===== src/rtl/mem_read_arbiter_pkg.sv =====
// mem_read_arbiter_pkg
//   Shared types and constants for the read arbiter (and its sibling write arbiter).
//   - arb_state_t  : arbiter FSM states
//   - ARB_ID_WIDTH : width of the external AXI ID field (carries the master index)
//   - beat_cnt_inc : saturating increment for the 4-bit beat counter
package mem_read_arbiter_pkg;

    typedef enum logic [1:0] {
        S_IDLE = 2'd0,
        S_ADDR = 2'd1,
        S_DATA = 2'd2
    } arb_state_t;

    localparam int ARB_ID_WIDTH  = 4;
    localparam int ARB_LEN_WIDTH = 4;
    localparam int ARB_CNT_WIDTH = 32;

    // RLAST, not ARLEN, ends a burst, so a long burst just parks the counter at 15.
    function automatic logic [ARB_LEN_WIDTH-1:0] beat_cnt_inc(input logic [ARB_LEN_WIDTH-1:0] c);
        return (c == '1) ? c : c + 1'b1;
    endfunction

endpackage


===== src/rtl/mem_read_arbiter_rr_picker.sv =====
// mem_read_arbiter_rr_picker
//   Combinational requester picker, shared with the write arbiter.
//   With rr_en_i=1 it picks the first requester at or after ptr_i (wrapping N-1 -> 0);
//   with rr_en_i=0 it is plain fixed priority, lowest index wins.
// Ports
//   req_i   [N]   request vector
//   ptr_i   [IW]  round-robin start index (must be < N)
//   rr_en_i       1 = round-robin, 0 = fixed priority
//   grant_o [N]   one-hot winner (0 when no request)
//   idx_o   [IW]  winner index
//   any_o         at least one request present
module mem_read_arbiter_rr_picker #(
    parameter int N  = 3,
    parameter int IW = (N > 1) ? $clog2(N) : 1
) (
    input  logic [N-1:0]  req_i,
    input  logic [IW-1:0] ptr_i,
    input  logic          rr_en_i,
    output logic [N-1:0]  grant_o,
    output logic [IW-1:0] idx_o,
    output logic          any_o
);

    always_comb begin
        int base;
        grant_o = '0;
        idx_o   = '0;
        any_o   = 1'b0;
        base    = rr_en_i ? int'(ptr_i) : 0;
        // Walk offsets from farthest to nearest so the nearest requester is written last and wins.
        for (int k = N - 1; k >= 0; k--) begin
            int c;
            c = (base + k) % N;
            if (req_i[c]) begin
                grant_o    = '0;
                grant_o[c] = 1'b1;
                idx_o      = IW'(c);
                any_o      = 1'b1;
            end
        end
    end

endmodule


===== src/rtl/mem_read_arbiter.sv =====
// mem_read_arbiter
//   N-master read arbiter onto a single external AR/R channel pair, one burst in flight.
//   IDLE picks a winner (registered, 1-cycle grant latency), ADDR presents AR until ARREADY,
//   DATA forwards R beats combinationally to the winner until a matching RLAST.
// Ports
//   clk, rst                 clock, asynchronous active-high reset
//   m_arvalid/m_arready      per-master request / one-cycle one-hot accept
//   m_araddr, m_arlen        per-master address and length-1, master i at [i*W +: W]
//   m_rvalid, m_rlast,
//   m_rdata                  beat return (m_rvalid only on the winner's bit)
//   ARVALID/ARREADY, ARID,
//   ARLEN, ARADDR            external address channel, ARID = winner index
//   RVALID, RLAST, RID,
//   RDATA, RREADY            external data channel, RREADY high only in DATA
//   rid_err                  sticky: a beat arrived with RID != ARID
//   grant_cnt                per-master completed-burst counters (32 bits each)
// Config macro
//   ARB_GRANT_CNT_EN         when defined, grant_cnt counts; otherwise it is tied to 0
module mem_read_arbiter
    import mem_read_arbiter_pkg::*;
#(
    parameter int READ_MASTERS = 3,
    parameter int ADDR_WIDTH   = 26,
    parameter int DATA_WIDTH   = 32,
    parameter int RR_EN        = 1
) (
    input  logic                                 clk,
    input  logic                                 rst,
    input  logic [READ_MASTERS-1:0]              m_arvalid,
    output logic [READ_MASTERS-1:0]              m_arready,
    input  logic [READ_MASTERS*ADDR_WIDTH-1:0]   m_araddr,
    input  logic [READ_MASTERS*ARB_LEN_WIDTH-1:0] m_arlen,
    output logic [READ_MASTERS-1:0]              m_rvalid,
    output logic                                 m_rlast,
    output logic [DATA_WIDTH-1:0]                m_rdata,
    output logic                                 ARVALID,
    input  logic                                 ARREADY,
    output logic [ARB_ID_WIDTH-1:0]              ARID,
    output logic [ARB_LEN_WIDTH-1:0]             ARLEN,
    output logic [ADDR_WIDTH-1:0]                ARADDR,
    input  logic                                 RVALID,
    input  logic                                 RLAST,
    input  logic [ARB_ID_WIDTH-1:0]              RID,
    input  logic [DATA_WIDTH-1:0]                RDATA,
    output logic                                 RREADY,
    output logic                                 rid_err,
    output logic [READ_MASTERS*ARB_CNT_WIDTH-1:0] grant_cnt
);

    localparam int IW = $clog2(READ_MASTERS);

    arb_state_t                state_q, state_d;
    logic [IW-1:0]             idx_q;
    logic [READ_MASTERS-1:0]   win_oh_q;
    logic [ADDR_WIDTH-1:0]     addr_q;
    logic [ARB_LEN_WIDTH-1:0]  len_q;
    logic [IW-1:0]             ptr_q;
    logic [ARB_LEN_WIDTH-1:0]  beat_q;
    logic                      rid_err_q;

    logic [READ_MASTERS-1:0]   pick_oh;
    logic [IW-1:0]             pick_idx;
    logic                      pick_any;

    mem_read_arbiter_rr_picker #(
        .N  (READ_MASTERS),
        .IW (IW)
    ) u_picker (
        .req_i   (m_arvalid),
        .ptr_i   (ptr_q),
        .rr_en_i (RR_EN != 0),
        .grant_o (pick_oh),
        .idx_o   (pick_idx),
        .any_o   (pick_any)
    );

    assign ARID    = ARB_ID_WIDTH'(idx_q);
    assign ARLEN   = len_q;
    assign ARADDR  = addr_q;
    assign rid_err = rid_err_q;

    // A beat carrying someone else's ID is not ours: it is neither forwarded nor allowed to end the burst.
    logic beat_ok, beat_bad, burst_done;
    assign beat_ok    = (state_q == S_DATA) && RVALID && (RID == ARID);
    assign beat_bad   = (state_q == S_DATA) && RVALID && (RID != ARID);
    assign burst_done = beat_ok && RLAST;

    always_comb begin
        state_d   = state_q;
        ARVALID   = 1'b0;
        RREADY    = 1'b0;
        m_arready = '0;
        m_rvalid  = '0;
        m_rlast   = 1'b0;
        m_rdata   = '0;
        case (state_q)
            S_IDLE: begin
                if (pick_any) state_d = S_ADDR;
            end
            S_ADDR: begin
                ARVALID = 1'b1;
                if (ARREADY) begin
                    m_arready = win_oh_q;
                    state_d   = S_DATA;
                end
            end
            S_DATA: begin
                RREADY = 1'b1;
                if (beat_ok) begin
                    m_rvalid = win_oh_q;
                    m_rdata  = RDATA;
                    m_rlast  = RLAST;
                    if (RLAST) state_d = S_IDLE;
                end
            end
            default: state_d = S_IDLE;
        endcase
    end

    always_ff @(posedge clk or posedge rst) begin
        if (rst) begin
            state_q   <= S_IDLE;
            idx_q     <= '0;
            win_oh_q  <= '0;
            addr_q    <= '0;
            len_q     <= '0;
            ptr_q     <= '0;
            beat_q    <= '0;
            rid_err_q <= 1'b0;
        end else begin
            state_q <= state_d;
            // Request is captured here; later changes to the master's inputs no longer matter.
            if (state_q == S_IDLE && pick_any) begin
                idx_q    <= pick_idx;
                win_oh_q <= pick_oh;
                addr_q   <= m_araddr[pick_idx*ADDR_WIDTH +: ADDR_WIDTH];
                len_q    <= m_arlen[pick_idx*ARB_LEN_WIDTH +: ARB_LEN_WIDTH];
                beat_q   <= '0;
            end
            if (beat_ok) beat_q <= beat_cnt_inc(beat_q);
            if (burst_done) ptr_q <= (idx_q == IW'(READ_MASTERS - 1)) ? '0 : idx_q + 1'b1;
            if (beat_bad) rid_err_q <= 1'b1;
        end
    end

`ifdef ARB_GRANT_CNT_EN
    logic [READ_MASTERS-1:0][ARB_CNT_WIDTH-1:0] cnt_q;

    always_ff @(posedge clk or posedge rst) begin
        if (rst) begin
            cnt_q <= '0;
        end else if (burst_done) begin
            for (int i = 0; i < READ_MASTERS; i++)
                if (win_oh_q[i]) cnt_q[i] <= cnt_q[i] + 1'b1;
        end
    end

    assign grant_cnt = cnt_q;
`else
    assign grant_cnt = '0;
`endif

endmodule


===== config.mk =====
export PLATFORM = sky130hd
export DESIGN_NAME = mem_read_arbiter
export DESIGN_NICKNAME = d
export VERILOG_FILES = /design/src/rtl/mem_read_arbiter_pkg.sv /design/src/rtl/mem_read_arbiter_rr_picker.sv /design/src/rtl/mem_read_arbiter.sv
export SDC_FILE = /design/constraint.sdc
export NUM_CORES = 1
export LEC_CHECK = 0
export CELL_PAD_IN_SITES_DETAIL_PLACEMENT = 0
export CELL_PAD_IN_SITES_GLOBAL_PLACEMENT = 1
export CORE_MARGIN = 2
export CORE_UTILIZATION = 24
export CTS_BUF_LIST = sky130_fd_sc_hd__clkbuf_16
export DETAILED_ROUTE_END_ITERATION = 7
export PLACE_DENSITY = 0.79
export SKIP_LAST_GASP = 1
export SYNTH_ARGS = -nofsm -noshare
export SYNTH_HDL_FRONTEND = slang
export SYNTH_SLANG_ARGS = --single-unit

===== constraint.sdc =====
create_clock -name clk -period 3.1 [get_ports clk]
set_clock_uncertainty 0.2 [all_clocks]
set_input_delay 0.62 -clock clk [delete_from_list [all_inputs] [get_ports clk]]
set_output_delay 0.62 -clock clk [all_outputs]
set_load 0.005 [all_outputs]

==> results of run 1 <==
cell usage in the layout, fill, tap and decap left out, drive strengths merged, types with 4 or more instances in the layout:
cell type | netlist | routed
clkbuf | 27 | 6
a22o | 32 | 32
clkdlybuf4s50 | 0 | 167
o21ai | 4 | 4
nor4b | 29 | 29
a211oi | 4 | 4
clkdlybuf4s15 | 0 | 10
buf | 108 | 68
nor2b | 5 | 5
a21o | 4 | 4
o31ai | 33 | 33
ha | 4 | 4
nand2 | 65 | 65
nor2 | 67 | 67
inv | 6 | 6
and2 | 35 | 35
conb | 1 | 98
dfrtp | 40 | 40
and3 | 32 | 32
mux2i | 5 | 5
worst reg2reg max path: stages (launching register included):
cell                      delay [ns]
sky130_fd_sc_hd__dfrtp_1        0.40
sky130_fd_sc_hd__inv_1          0.11
sky130_fd_sc_hd__ha_4           0.33
sky130_fd_sc_hd__mux2i_2        0.24
sky130_fd_sc_hd__mux2i_1        0.12
sky130_fd_sc_hd__or3b_2         0.50
sky130_fd_sc_hd__buf_4          0.21
sky130_fd_sc_hd__buf_4          0.18
sky130_fd_sc_hd__and3_1         0.17
sky130_fd_sc_hd__nor4b_2        0.23
sky130_fd_sc_hd__o31ai_1        0.10
Yosys cell counts, types with 2 or more instances:
| cell type | n |
|---|---|
| sky130_fd_sc_hd__and2_1 | 35 |
| sky130_fd_sc_hd__dfrtp_1 | 40 |
| sky130_fd_sc_hd__nand2b_1 | 2 |
| sky130_fd_sc_hd__nor2_1 | 67 |
| sky130_fd_sc_hd__o31ai_1 | 32 |
| sky130_fd_sc_hd__nor4b_2 | 26 |
| sky130_fd_sc_hd__mux2_2 | 3 |
| sky130_fd_sc_hd__nand2_1 | 65 |
| sky130_fd_sc_hd__a21o_1 | 4 |
| sky130_fd_sc_hd__buf_2 | 7 |
| sky130_fd_sc_hd__buf_4 | 98 |
| sky130_fd_sc_hd__nor2b_1 | 5 |
| sky130_fd_sc_hd__a22o_1 | 32 |
| sky130_fd_sc_hd__nor4b_1 | 3 |
| sky130_fd_sc_hd__buf_6 | 3 |
| sky130_fd_sc_hd__a211oi_1 | 3 |
| sky130_fd_sc_hd__o21ai_0 | 2 |
| sky130_fd_sc_hd__a21oi_1 | 3 |
| sky130_fd_sc_hd__ha_1 | 4 |
| sky130_fd_sc_hd__mux2i_1 | 4 |
| sky130_fd_sc_hd__inv_1 | 6 |
| sky130_fd_sc_hd__and3_1 | 32 |
| sky130_fd_sc_hd__clkbuf_1 | 27 |
| sky130_fd_sc_hd__xor2_1 | 2 |
logic make-up (layout without fill, tap and decap cells):
kind of cell               Yosys count  in the layout  synth area share
buffers and inverters              141            263             0.222
DFF                                 40             40             0.239
adders and majority gates            4              4            0.0119
xor gates and xnor gates             2              2           0.00418
muxes                                8              8            0.0209
other                                1             98          0.000895
and+or+nand+nor                    241            241             0.340
AOI/OAI and AO/OA                   84             84             0.162
flip-flops by register name, summed over array words and instances, names as in the netlist:
register and flops:
ARADDR 26, ptr_q 2, win_oh_q 3, ARLEN 4
state_q 2, idx_q 2, rid_err 1
how the worst min path moves through the flow:
stage | endpoint | slack, ns
2_1_floorplan | win_oh_q[0] | 0.25
3_3_place_gp | ARADDR[11] | 0.26
3_5_place_dp | rid_err | 0.26
4_1_cts | rid_err | 0.28
5_1_grt | rid_err | 0.29
6_report | ARADDR[8] | 0.27
final cells by class:
cell class	instances	share of cell area
clock buffers	5	0.0190
flip-flops and latches	40	0.152
multi-input cells	437	0.410
repair buffers	249	0.370
clock inverters	3	0.00209
well taps	225	0.0428
inverters	6	0.00342
where the power goes:
part | switching (mW) | total [mW] | leakage (nW) | internal [mW]
combinational | 1.83 | 3.79 | 2.51 | 1.96
clock | 0.231 | 0.524 | 0.0710 | 0.293
sequential | 0.144 | 0.922 | 0.486 | 0.778
total | 2.20 | 5.24 | 3.06 | 3.03
routing by layer:
metal / GRT usage / routed length, µm / vias to the layer above
met5: 0 / 0 / -
met4: 0.0353 / 180 / 0
met3: 0.0321 / 897 / 10
met2: 0.255 / 6910 / 152
met1: 0.190 / 6210 / 1942
li1: - / - / 2039
through the flow:
step | instance area [µm²] | util | hold slack (ns) | cells | total power [mW]
after CTS | 6570 | 0.382 | 0.276 | 966 | 5.29
final | 6580 | 0.383 | 0.275 | 965 | 5.24
after global routing | 6580 | 0.383 | 0.286 | 965 | 5.73
after floorplan | 4550 | - | 0.254 | 618 | 3.20
after detailed placement | 6370 | 0.371 | 0.262 | 948 | 4.71
after global placement | 6370 | 0.371 | 0.260 | 948 | 4.68
what timing repair did:
action	4_1_cts	5_1_grt
setup endpoints to repair	36	35
setup buffers	8	0
gates cloned	2	0
pin swaps	3	3
gates resized for setup	145	10
==> report_table.html, run 1 <==
<table>
<tr><th>Metric</th><th>Value</th></tr>
<tr><th colspan="2">Place</th></tr>
<tr><td>Gpl congestion</td><td>roughly 0.75</td></tr>
<tr><td>Port Buf Inserts</td><td>207</td></tr>
<tr><td>Post-placement worst setup slack</td><td>-0.516 ns</td></tr>
<tr><td>HPWL after DPL</td><td>10.4 mm</td></tr>
<tr><th colspan="2">Synthesis</th></tr>
<tr><td>Top FF cell, synth</td><td>sky130_fd_sc_hd__dfrtp_1</td></tr>
<tr><td>Synthesized instance count</td><td>approximately 520</td></tr>
<tr><td>Number of flip-flops and latches in the synthesized netlist</td><td>40</td></tr>
<tr><td>Top cells by area, synth</td><td>sky130_fd_sc_hd__dfrtp_1 (24%), sky130_fd_sc_hd__buf_4 (18%), sky130_fd_sc_hd__nor4b_2 (9.3%)</td></tr>
<tr><td>Post-synthesis cell type count</td><td>40</td></tr>
<tr><td>Post-synth EDFFs</td><td>0</td></tr>
<tr><td>Share of synthesized flip-flops with an asynchronous set or reset</td><td>1.00</td></tr>
<tr><td>Area share of the largest cell type after synthesis</td><td>0.239</td></tr>
<tr><td>Yosys warns</td><td>0</td></tr>
<tr><td>Mean instance size in the synthesized netlist</td><td>roughly 8.0 µm²</td></tr>
<tr><td>Largest area contributor in the synthesized netlist</td><td>sky130_fd_sc_hd__dfrtp_1</td></tr>
<tr><td>Synth Cell Area</td><td>4190 µm²</td></tr>
<tr><td>Share of synthesized area occupied by flip-flops and latches</td><td>0.239</td></tr>
<tr><th colspan="2">Timing</th></tr>
<tr><td>Worst-Margin Slew</td><td>around 0.73 ns</td></tr>
<tr><td>Unrepaired setup endpoints after global routing</td><td>false</td></tr>
<tr><td>Crit path setup slack, layout</td><td>between 0.05 and 0.06 ns</td></tr>
<tr><td>Final period demand of the worst path</td><td>between 3 and 4 ns</td></tr>
<tr><td>Rel. slew slack</td><td>0.512</td></tr>
<tr><td>Achievable clock frequency</td><td>0.328 GHz</td></tr>
<tr><td>Final clock period utilization by the worst path</td><td>0.984</td></tr>
<tr><td>Number of hold-slack violations in the final timing report</td><td>0</td></tr>
<tr><td>Setup TNS after final layout</td><td>0 ns</td></tr>
<tr><td>Max Slew Vio Count</td><td>0</td></tr>
<tr><td>Endpoints failing setup</td><td>0</td></tr>
<tr><th colspan="2">Setup path</th></tr>
<tr><td>Worst flop-to-flop path startpoint</td><td>ptr_q[0]</td></tr>
<tr><td>Destination of the critical timing path</td><td>m_rdata[5]</td></tr>
<tr><td>Startpoint Class</td><td>primary input</td></tr>
<tr><td>Cell with the biggest individual delay on the critical path</td><td>sky130_fd_sc_hd__or4_4</td></tr>
<tr><td>Critical Path RT</td><td>between 2 and 2.5 ns</td></tr>
<tr><td>Number of buffer and inverter instances along the worst setup path</td><td>4</td></tr>
<tr><td>Endpoint of the lowest-slack register-to-register path</td><td>ARADDR[2]</td></tr>
<tr><td>Worst-path maximum fanout</td><td>10</td></tr>
<tr><td>Worst Path Class, Setup</td><td>primary input to output port</td></tr>
<tr><td>Reg-to-reg setup timing slack</td><td>~0.19 ns</td></tr>
<tr><td>Family with the most delay on the worst path</td><td>simple AND/OR/NAND/NOR gates</td></tr>
<tr><td>Launching instance or port of the critical path</td><td>RID[0]</td></tr>
<tr><td>Worst Reg-to-Reg Cells</td><td>10</td></tr>
<tr><td>Cells along the critical path</td><td>clkdlybuf4s15_1 &gt; xor2_1 &gt; or4_4 &gt; nor2_4 &gt; buf_4 &gt; buf_12 &gt; and2_1 &gt; clkdlybuf4s15_1</td></tr>
<tr><td>Critical Path Sink Type</td><td>output port</td></tr>
<tr><td>Critical path depth</td><td>8</td></tr>
<tr><td>Cell occurring most often along the worst timing path</td><td>sky130_fd_sc_hd__clkdlybuf4s15_1</td></tr>
<tr><td>Maximum cell stage delay along the critical path</td><td>around 0.54 ns</td></tr>
<tr><td>Critical path arrival</td><td>2.23 ns</td></tr>
<tr><th colspan="2">Global route</th></tr>
<tr><td>Number of global-route vias before repair</td><td>between 3,000 and 4,000</td></tr>
<tr><td>Maximum number of pins on one net before global-route repair</td><td>36</td></tr>
<tr><td>GRT Overall Usage</td><td>0.149</td></tr>
<tr><td>Initial antenna violation count</td><td>0</td></tr>
<tr><td>Overall overflow remaining after global route</td><td>0</td></tr>
<tr><td>Wire length of the first global-routing pass</td><td>21.6 mm</td></tr>
<tr><th colspan="2">Clocking</th></tr>
<tr><td>Reg clk slew, reported paths</td><td>~0.060 ns</td></tr>
<tr><td>Buffer levels on the longest clock path</td><td>2</td></tr>
<tr><td>Total clock sinks</td><td>40</td></tr>
<tr><td>Clock tree from TritonCTS</td><td>built</td></tr>
<tr><td>TritonCTS buffer count</td><td>5</td></tr>
<tr><td>Hold bufs inserted after CTS</td><td>0</td></tr>
<tr><td>Clock Tree Root</td><td>sky130_fd_sc_hd__clkbuf_16</td></tr>
<tr><td>CTS H-tree lvls</td><td>2</td></tr>
<tr><td>Clock latency of the later-clocked register in the worst-skew pair</td><td>around 0.29 ns</td></tr>
<tr><th colspan="2">Die</th></tr>
<tr><td>FP Rows</td><td>between 40 and 50</td></tr>
<tr><td>Placeable core region</td><td>17,200 µm²</td></tr>
<tr><td>Vertical die dimension</td><td>about 140 µm</td></tr>
<tr><td>Width of the die</td><td>around 140 µm</td></tr>
<tr><td>I/O pins</td><td>306</td></tr>
<tr><td>Effective utilization at floorplan</td><td>0.244</td></tr>
<tr><td>Die Area</td><td>18,500 µm²</td></tr>
<tr><th colspan="2">Detailed routing</th></tr>
<tr><td>DRC errors left</td><td>0</td></tr>
<tr><td>Routed Wire Length</td><td>about 14 mm</td></tr>
<tr><td>Number of vias per cell after detailed routing</td><td>about 4.3</td></tr>
<tr><td>Overall via count from detail_route</td><td>approximately 4,100</td></tr>
<tr><td>Number of nets still failing antenna checks after routing</td><td>0</td></tr>
<tr><td>Count of TritonRoute iterations in the first routing pass</td><td>4</td></tr>
<tr><td>Number of design-rule violations left by the first detailed-router iteration</td><td>roughly 200</td></tr>
<tr><td>Routed wirelength normalized by instance count</td><td>14.7 µm</td></tr>
<tr><th colspan="2">Flow run</th></tr>
<tr><td>Max-Cap Viols</td><td>0</td></tr>
<tr><th colspan="2">Pwr</th></tr>
<tr><td>Static leakage</td><td>about 3 nW</td></tr>
<tr><td>Power per cell area</td><td>about 800 nW/µm²</td></tr>
<tr><td>Worst IR Drop VDD</td><td>about 550 µV</td></tr>
<tr><th colspan="2">Min path</th></tr>
<tr><td>Hold path depth</td><td>2</td></tr>
<tr><td>Min-Delay Startpoint</td><td>ARADDR[8]</td></tr>
<tr><td>Hold Path Class</td><td>flop to flop</td></tr>
<tr><th colspan="2">Finish</th></tr>
<tr><td>Number of nets in the final layout</td><td>between 800 and 900</td></tr>
<tr><td>Layout area overhead</td><td>57.1%</td></tr>
<tr><td>Number of filler instances in the final layout</td><td>around 1,800</td></tr>
<tr><td>Total inserted antenna cells</td><td>0</td></tr>
<tr><td>Register area</td><td>around 1000 µm²</td></tr>
<tr><td>Area taken by multi-input logic gates</td><td>roughly 2700 µm²</td></tr>
<tr><td>Fraction of layout cells with a size suffix above 1</td><td>0.172</td></tr>
<tr><th colspan="2">Status</th></tr>
<tr><td>Run status</td><td>complete, no violations</td></tr>
</table>
(Power assumes the default switching activity.)
==> inputs of run 2 (changes only) <==
--- a/config.mk
+++ b/config.mk
@@ -8,11 +8,12 @@
 export CELL_PAD_IN_SITES_DETAIL_PLACEMENT = 0
 export CELL_PAD_IN_SITES_GLOBAL_PLACEMENT = 1
 export CORE_MARGIN = 2
-export CORE_UTILIZATION = 24
+export CORE_UTILIZATION = 21
 export CTS_BUF_LIST = sky130_fd_sc_hd__clkbuf_16
 export DETAILED_ROUTE_END_ITERATION = 7
-export PLACE_DENSITY = 0.79
+export PLACE_DENSITY_LB_ADDON = 0.25
 export SKIP_LAST_GASP = 1
 export SYNTH_ARGS = -nofsm -noshare
 export SYNTH_HDL_FRONTEND = slang
+export SYNTH_HIERARCHICAL = 1
 export SYNTH_SLANG_ARGS = --single-unit
==> report_table.html, run 2 <==
<table>
<tr><th>Metric</th><th>Value</th></tr>
<tr><th colspan="2">Setup path</th></tr>
<tr><td>Critical Path RT</td><td>2.28 ns (about the same)</td></tr>
<tr><td>Worst-path maximum fanout</td><td>23 (+13)</td></tr>
<tr><td>Startpoint Class</td><td>primary input</td></tr>
<tr><td>Critical Path Sink Type</td><td>output port</td></tr>
<tr><td>Critical path arrival</td><td>2.43 ns (+0.20 ns)</td></tr>
<tr><td>Worst Path Class, Setup</td><td>primary input to output port</td></tr>
<tr><td>Worst Reg-to-Reg Cells</td><td>11 (+1)</td></tr>
<tr><th colspan="2">Clocking</th></tr>
<tr><td>Clock tree from TritonCTS</td><td>built</td></tr>
<tr><td>Clock Tree Root</td><td>sky130_fd_sc_hd__clkbuf_16</td></tr>
<tr><td>Buffer levels on the longest clock path</td><td>2 (unchanged)</td></tr>
<tr><td>TritonCTS buffer count</td><td>5 (unchanged)</td></tr>
<tr><td>Reg clk slew, reported paths</td><td>0.05 ns (about the same)</td></tr>
<tr><td>Total clock sinks</td><td>40 (unchanged)</td></tr>
<tr><td>CTS H-tree lvls</td><td>2 (unchanged)</td></tr>
<tr><td>Clock latency of the later-clocked register in the worst-skew pair</td><td>0.28 ns (about the same)</td></tr>
<tr><th colspan="2">Place</th></tr>
<tr><td>Gpl congestion</td><td>0.734 (-1.7%)</td></tr>
<tr><td>HPWL after DPL</td><td>8.56 mm (-18%)</td></tr>
<tr><td>Count of placed standard cells including taps</td><td>833 (-12%)</td></tr>
<tr><td>Port Buf Inserts</td><td>207 (unchanged)</td></tr>
<tr><th colspan="2">Finish</th></tr>
<tr><td>Layout area overhead</td><td>67.0%</td></tr>
<tr><td>Fraction of layout cells with a size suffix above 1</td><td>0.0833 (-0.0883)</td></tr>
<tr><td>Most common library cell in the layout ignoring fill and taps</td><td>sky130_fd_sc_hd__clkdlybuf4s50_1</td></tr>
<tr><td>Total inserted antenna cells</td><td>0 (unchanged)</td></tr>
<tr><td>Post-layout instance count excluding filler cells</td><td>844 (-13%)</td></tr>
<tr><td>Number of nets in the final layout</td><td>761 (-13%)</td></tr>
<tr><td>Number of flip-flops in the largest register</td><td>26 (unchanged)</td></tr>
<tr><td>Final standard cell utilization of the core</td><td>0.355 (-0.0285)</td></tr>
<tr><td>Most frequent cells in the layout</td><td>sky130_fd_sc_hd__clkdlybuf4s50_1 (192), sky130_fd_sc_hd__conb_1 (104), sky130_fd_sc_hd__and2_1 (41), sky130_fd_sc_hd__dfrtp_1 (40), sky130_fd_sc_hd__nor2_1 (39)</td></tr>
<tr><th colspan="2">Synthesis</th></tr>
<tr><td>Post-synthesis compound-gate area fraction</td><td>0.144 (-0.0180)</td></tr>
<tr><td>Number of flip-flops and latches in the synthesized netlist</td><td>40 (unchanged)</td></tr>
<tr><td>Yosys warns</td><td>6 (+6)</td></tr>
<tr><td>Xor/xnor share of the synthesized area</td><td>0.00754 (+0.00336)</td></tr>
<tr><td>Largest area contributor in the synthesized netlist</td><td>sky130_fd_sc_hd__dfrtp_1</td></tr>
<tr><td>Mean instance size in the synthesized netlist</td><td>8.71 µm² (+8.3%)</td></tr>
<tr><td>Share of synthesized flip-flops with an asynchronous set or reset</td><td>1.00 (unchanged)</td></tr>
<tr><td>Post-synth EDFFs</td><td>0 (unchanged)</td></tr>
<tr><td>Simple-gate share of the synthesized area</td><td>0.170 (-0.170)</td></tr>
<tr><td>Synth Cell Area</td><td>3480 µm² (-17%)</td></tr>
<tr><td>Synthesized instance count</td><td>400 (-23%)</td></tr>
<tr><td>Post-synthesis mux area share</td><td>0.130 (+0.109)</td></tr>
<tr><td>Post-synthesis cell type count</td><td>36 (-10%)</td></tr>
<tr><td>Most frequent cells after synthesis</td><td>sky130_fd_sc_hd__buf_4 (99), sky130_fd_sc_hd__and2_1 (41), sky130_fd_sc_hd__dfrtp_1 (40)</td></tr>
<tr><td>Adder-Cell Fraction of Synth Area</td><td>0.0144 (+0.00242)</td></tr>
<tr><td>Top FF cell, synth</td><td>sky130_fd_sc_hd__dfrtp_1</td></tr>
<tr><td>Area share of the largest cell type after synthesis</td><td>0.287 (+0.0483)</td></tr>
<tr><td>Share of synthesized area occupied by flip-flops and latches</td><td>0.287 (+0.0483)</td></tr>
<tr><td>Top cells by area, synth</td><td>sky130_fd_sc_hd__dfrtp_1 (29%), sky130_fd_sc_hd__buf_4 (21%), sky130_fd_sc_hd__mux2i_1 (10%)</td></tr>
<tr><td>Cell with the most instances after synthesis</td><td>sky130_fd_sc_hd__buf_4</td></tr>
<tr><td>Largest family of logic cells by synthesized area</td><td>buffers and inverters</td></tr>
<tr><th colspan="2">Global route</th></tr>
<tr><td>Wire length of the first global-routing pass</td><td>15.9 mm (-26%)</td></tr>
<tr><td>Overall overflow remaining after global route</td><td>0 (unchanged)</td></tr>
<tr><td>Initial antenna violation count</td><td>0 (unchanged)</td></tr>
<tr><td>Maximum number of pins on one net before global-route repair</td><td>44 (+22%)</td></tr>
<tr><td>GRT Overall Usage</td><td>0.112 (-0.0371)</td></tr>
<tr><td>Number of global-route vias before repair</td><td>3,177 (-19%)</td></tr>
<tr><th colspan="2">Pwr</th></tr>
<tr><td>Share of power burned in the clock network</td><td>0.177 (+0.077)</td></tr>
<tr><td>Static leakage</td><td>2.60 nW (-15%)</td></tr>
<tr><td>Combinational fraction of design power</td><td>0.539 (-0.185)</td></tr>
<tr><td>Fraction of power spent switching nets</td><td>0.334 (-0.0866)</td></tr>
<tr><td>Worst IR Drop VDD</td><td>282 µV (-49%)</td></tr>
<tr><td>Power per cell area</td><td>557 nW/µm² (-30%)</td></tr>
<tr><td>Part of the power in registers</td><td>0.284 (+0.108)</td></tr>
<tr><td>Design internal power</td><td>2.16 mW (-29%)</td></tr>
<tr><td>Switching power</td><td>1.08 mW (-51%)</td></tr>
<tr><th colspan="2">Flow run</th></tr>
<tr><td>Max-Cap Viols</td><td>0 (unchanged)</td></tr>
<tr><th colspan="2">Timing</th></tr>
<tr><td>Worst-Margin Slew</td><td>0.839 ns (+0.109 ns)</td></tr>
<tr><td>Endpoints failing setup</td><td>25 (+25)</td></tr>
<tr><td>Max Slew Vio Count</td><td>0 (unchanged)</td></tr>
<tr><td>Crit path setup slack, layout</td><td>-0.148 ns (-0.199 ns)</td></tr>
<tr><td>Achievable clock frequency</td><td>0.308 GHz (-6.1%)</td></tr>
<tr><td>Final period demand of the worst path</td><td>3.25 ns (+0.199 ns)</td></tr>
<tr><td>Number of hold-slack violations in the final timing report</td><td>0 (unchanged)</td></tr>
<tr><td>Unrepaired setup endpoints after global routing</td><td>true</td></tr>
<tr><td>Rel. slew slack</td><td>0.440 (-0.0723)</td></tr>
<tr><td>Final clock period utilization by the worst path</td><td>1.05 (+0.0642)</td></tr>
<tr><th colspan="2">Detailed routing</th></tr>
<tr><td>Count of TritonRoute iterations in the first routing pass</td><td>4 (unchanged)</td></tr>
<tr><td>Routed Wire Length</td><td>10.3 mm (-28%)</td></tr>
<tr><td>Number of design-rule violations left by the first detailed-router iteration</td><td>56 (-73%)</td></tr>
<tr><td>Number of vias per cell after detailed routing</td><td>3.80 (-11%)</td></tr>
<tr><td>DRC errors left</td><td>0 (unchanged)</td></tr>
<tr><td>Routed wirelength normalized by instance count</td><td>12.2 µm (-17%)</td></tr>
<tr><td>Number of nets still failing antenna checks after routing</td><td>0 (unchanged)</td></tr>
<tr><td>Overall via count from detail_route</td><td>3,211 (-22%)</td></tr>
<tr><th colspan="2">Die</th></tr>
<tr><td>Placeable core region</td><td>16,400 µm² (-4.5%)</td></tr>
<tr><td>I/O pins</td><td>306 (unchanged)</td></tr>
<tr><td>FP Rows</td><td>47 (-2.1%)</td></tr>
<tr><td>Die Area</td><td>17,600 µm² (-4.8%)</td></tr>
<tr><td>Vertical die dimension</td><td>133 µm (-2.4%)</td></tr>
<tr><td>Effective utilization at floorplan</td><td>0.212 (-0.0315)</td></tr>
<tr><td>Width of the die</td><td>133 µm (-2.4%)</td></tr>
<tr><th colspan="2">Status</th></tr>
<tr><td>Violated checks</td><td>setup timing</td></tr>
<tr><td>Run status</td><td>finished, violations left</td></tr>
<tr><th colspan="2">Min path</th></tr>
<tr><td>Hold Path Class</td><td>flop to flop</td></tr>
<tr><td>Hold path depth</td><td>1 (-1)</td></tr>
</table>
run 2: cell count changes in the layout (fill, tap and decap cells not counted), sizes merged, moves of 32 or more:
| cell | before | now |
|---|---|---|
| nand2 | 65 | 10 |
| buf | 68 | 26 |
| and3 | 32 | 0 |
| o31ai | 33 | 0 |
run 2: timing repair:
item,in CTS,in global routing
gates cloned,1,0
setup buffers,2,1
setup endpoints to repair,36,27
pin swaps,0,1
gates resized for setup,19,3
hold buffers,0,0
run 2: power by group through the flow:
stage | clock network (mW) | logic, mW | registers [mW]
2_1_floorplan | 0 | 0.903 | 0.922
3_3_place_gp | 0 | 1.76 | 0.921
3_5_place_dp | 0 | 1.77 | 0.927
4_1_cts | 0.594 | 1.78 | 0.932
5_1_grt | 0.615 | 1.93 | 0.966
6_report | 0.573 | 1.75 | 0.923
run 2: cells by family after synthesis:
family,after synthesis
buffers and inverters,125
and+or+nand+nor,109
AOI/OAI and AO/OA,74
muxes,43
DFF,40
adders and majority gates,4
xor gates and xnor gates,3
other,2
run 2: layout make-up:
cell class / count / area [µm²]
fill: 1704 / 10600
inverter: 6 / 22.5
tap: 220 / 275
clock buffer: 5 / 125
clock inverter: 3 / 38.8
multi-input combinational: 337 / 2040
sequential: 40 / 1000
timing repair buffer: 233 / 2310
run 2: metal layers:
metal  global-route usage  part of all wire  up-vias
met1                0.126              0.39     1455
met5                    0                 0        -
met2                0.201              0.51      154
li1                     -                 -     1593
met4               0.0275            0.0092        0
met3               0.0383             0.088        9
run 2: worst paths after layout:
kind,slack [ns],start,to
max reg2reg,0.33,ptr_q[1],ARADDR[22]
min in group asynchronous,0.63,rst,ARADDR[3]
min,0.29,rid_err,rid_err
max in group asynchronous,1.54,rst,ARADDR[25]
max,-0.15,RVALID,m_rdata[22]
min reg2reg,0.29,rid_err,rid_err
run 2: critical path, stage by stage:
cell                              delay, ns
sky130_fd_sc_hd__clkdlybuf4s50_1       0.48
sky130_fd_sc_hd__nand3b_1              0.14
sky130_fd_sc_hd__nor4b_4               0.34
sky130_fd_sc_hd__buf_6                 0.21
sky130_fd_sc_hd__and2_1                0.14
sky130_fd_sc_hd__clkdlybuf4s50_1       0.51
run 2: through the flow:
stage / TNS, ns / power, mW / instance area (µm²) / setup slack [ns] / hold slack [ns]
final: -3.07 / 3.24 / 5820 / -0.148 / 0.290
after global routing: -7.05 / 3.51 / 5820 / -0.274 / 0.329
after CTS: -3.71 / 3.31 / 5810 / -0.168 / 0.299
after detailed placement: -5.37 / 2.70 / 5610 / -0.182 / 0.273
after global placement: -4.58 / 2.68 / 5610 / -0.151 / 0.272
after floorplan: 0 / 1.82 / 3870 / 0.352 / 0.268
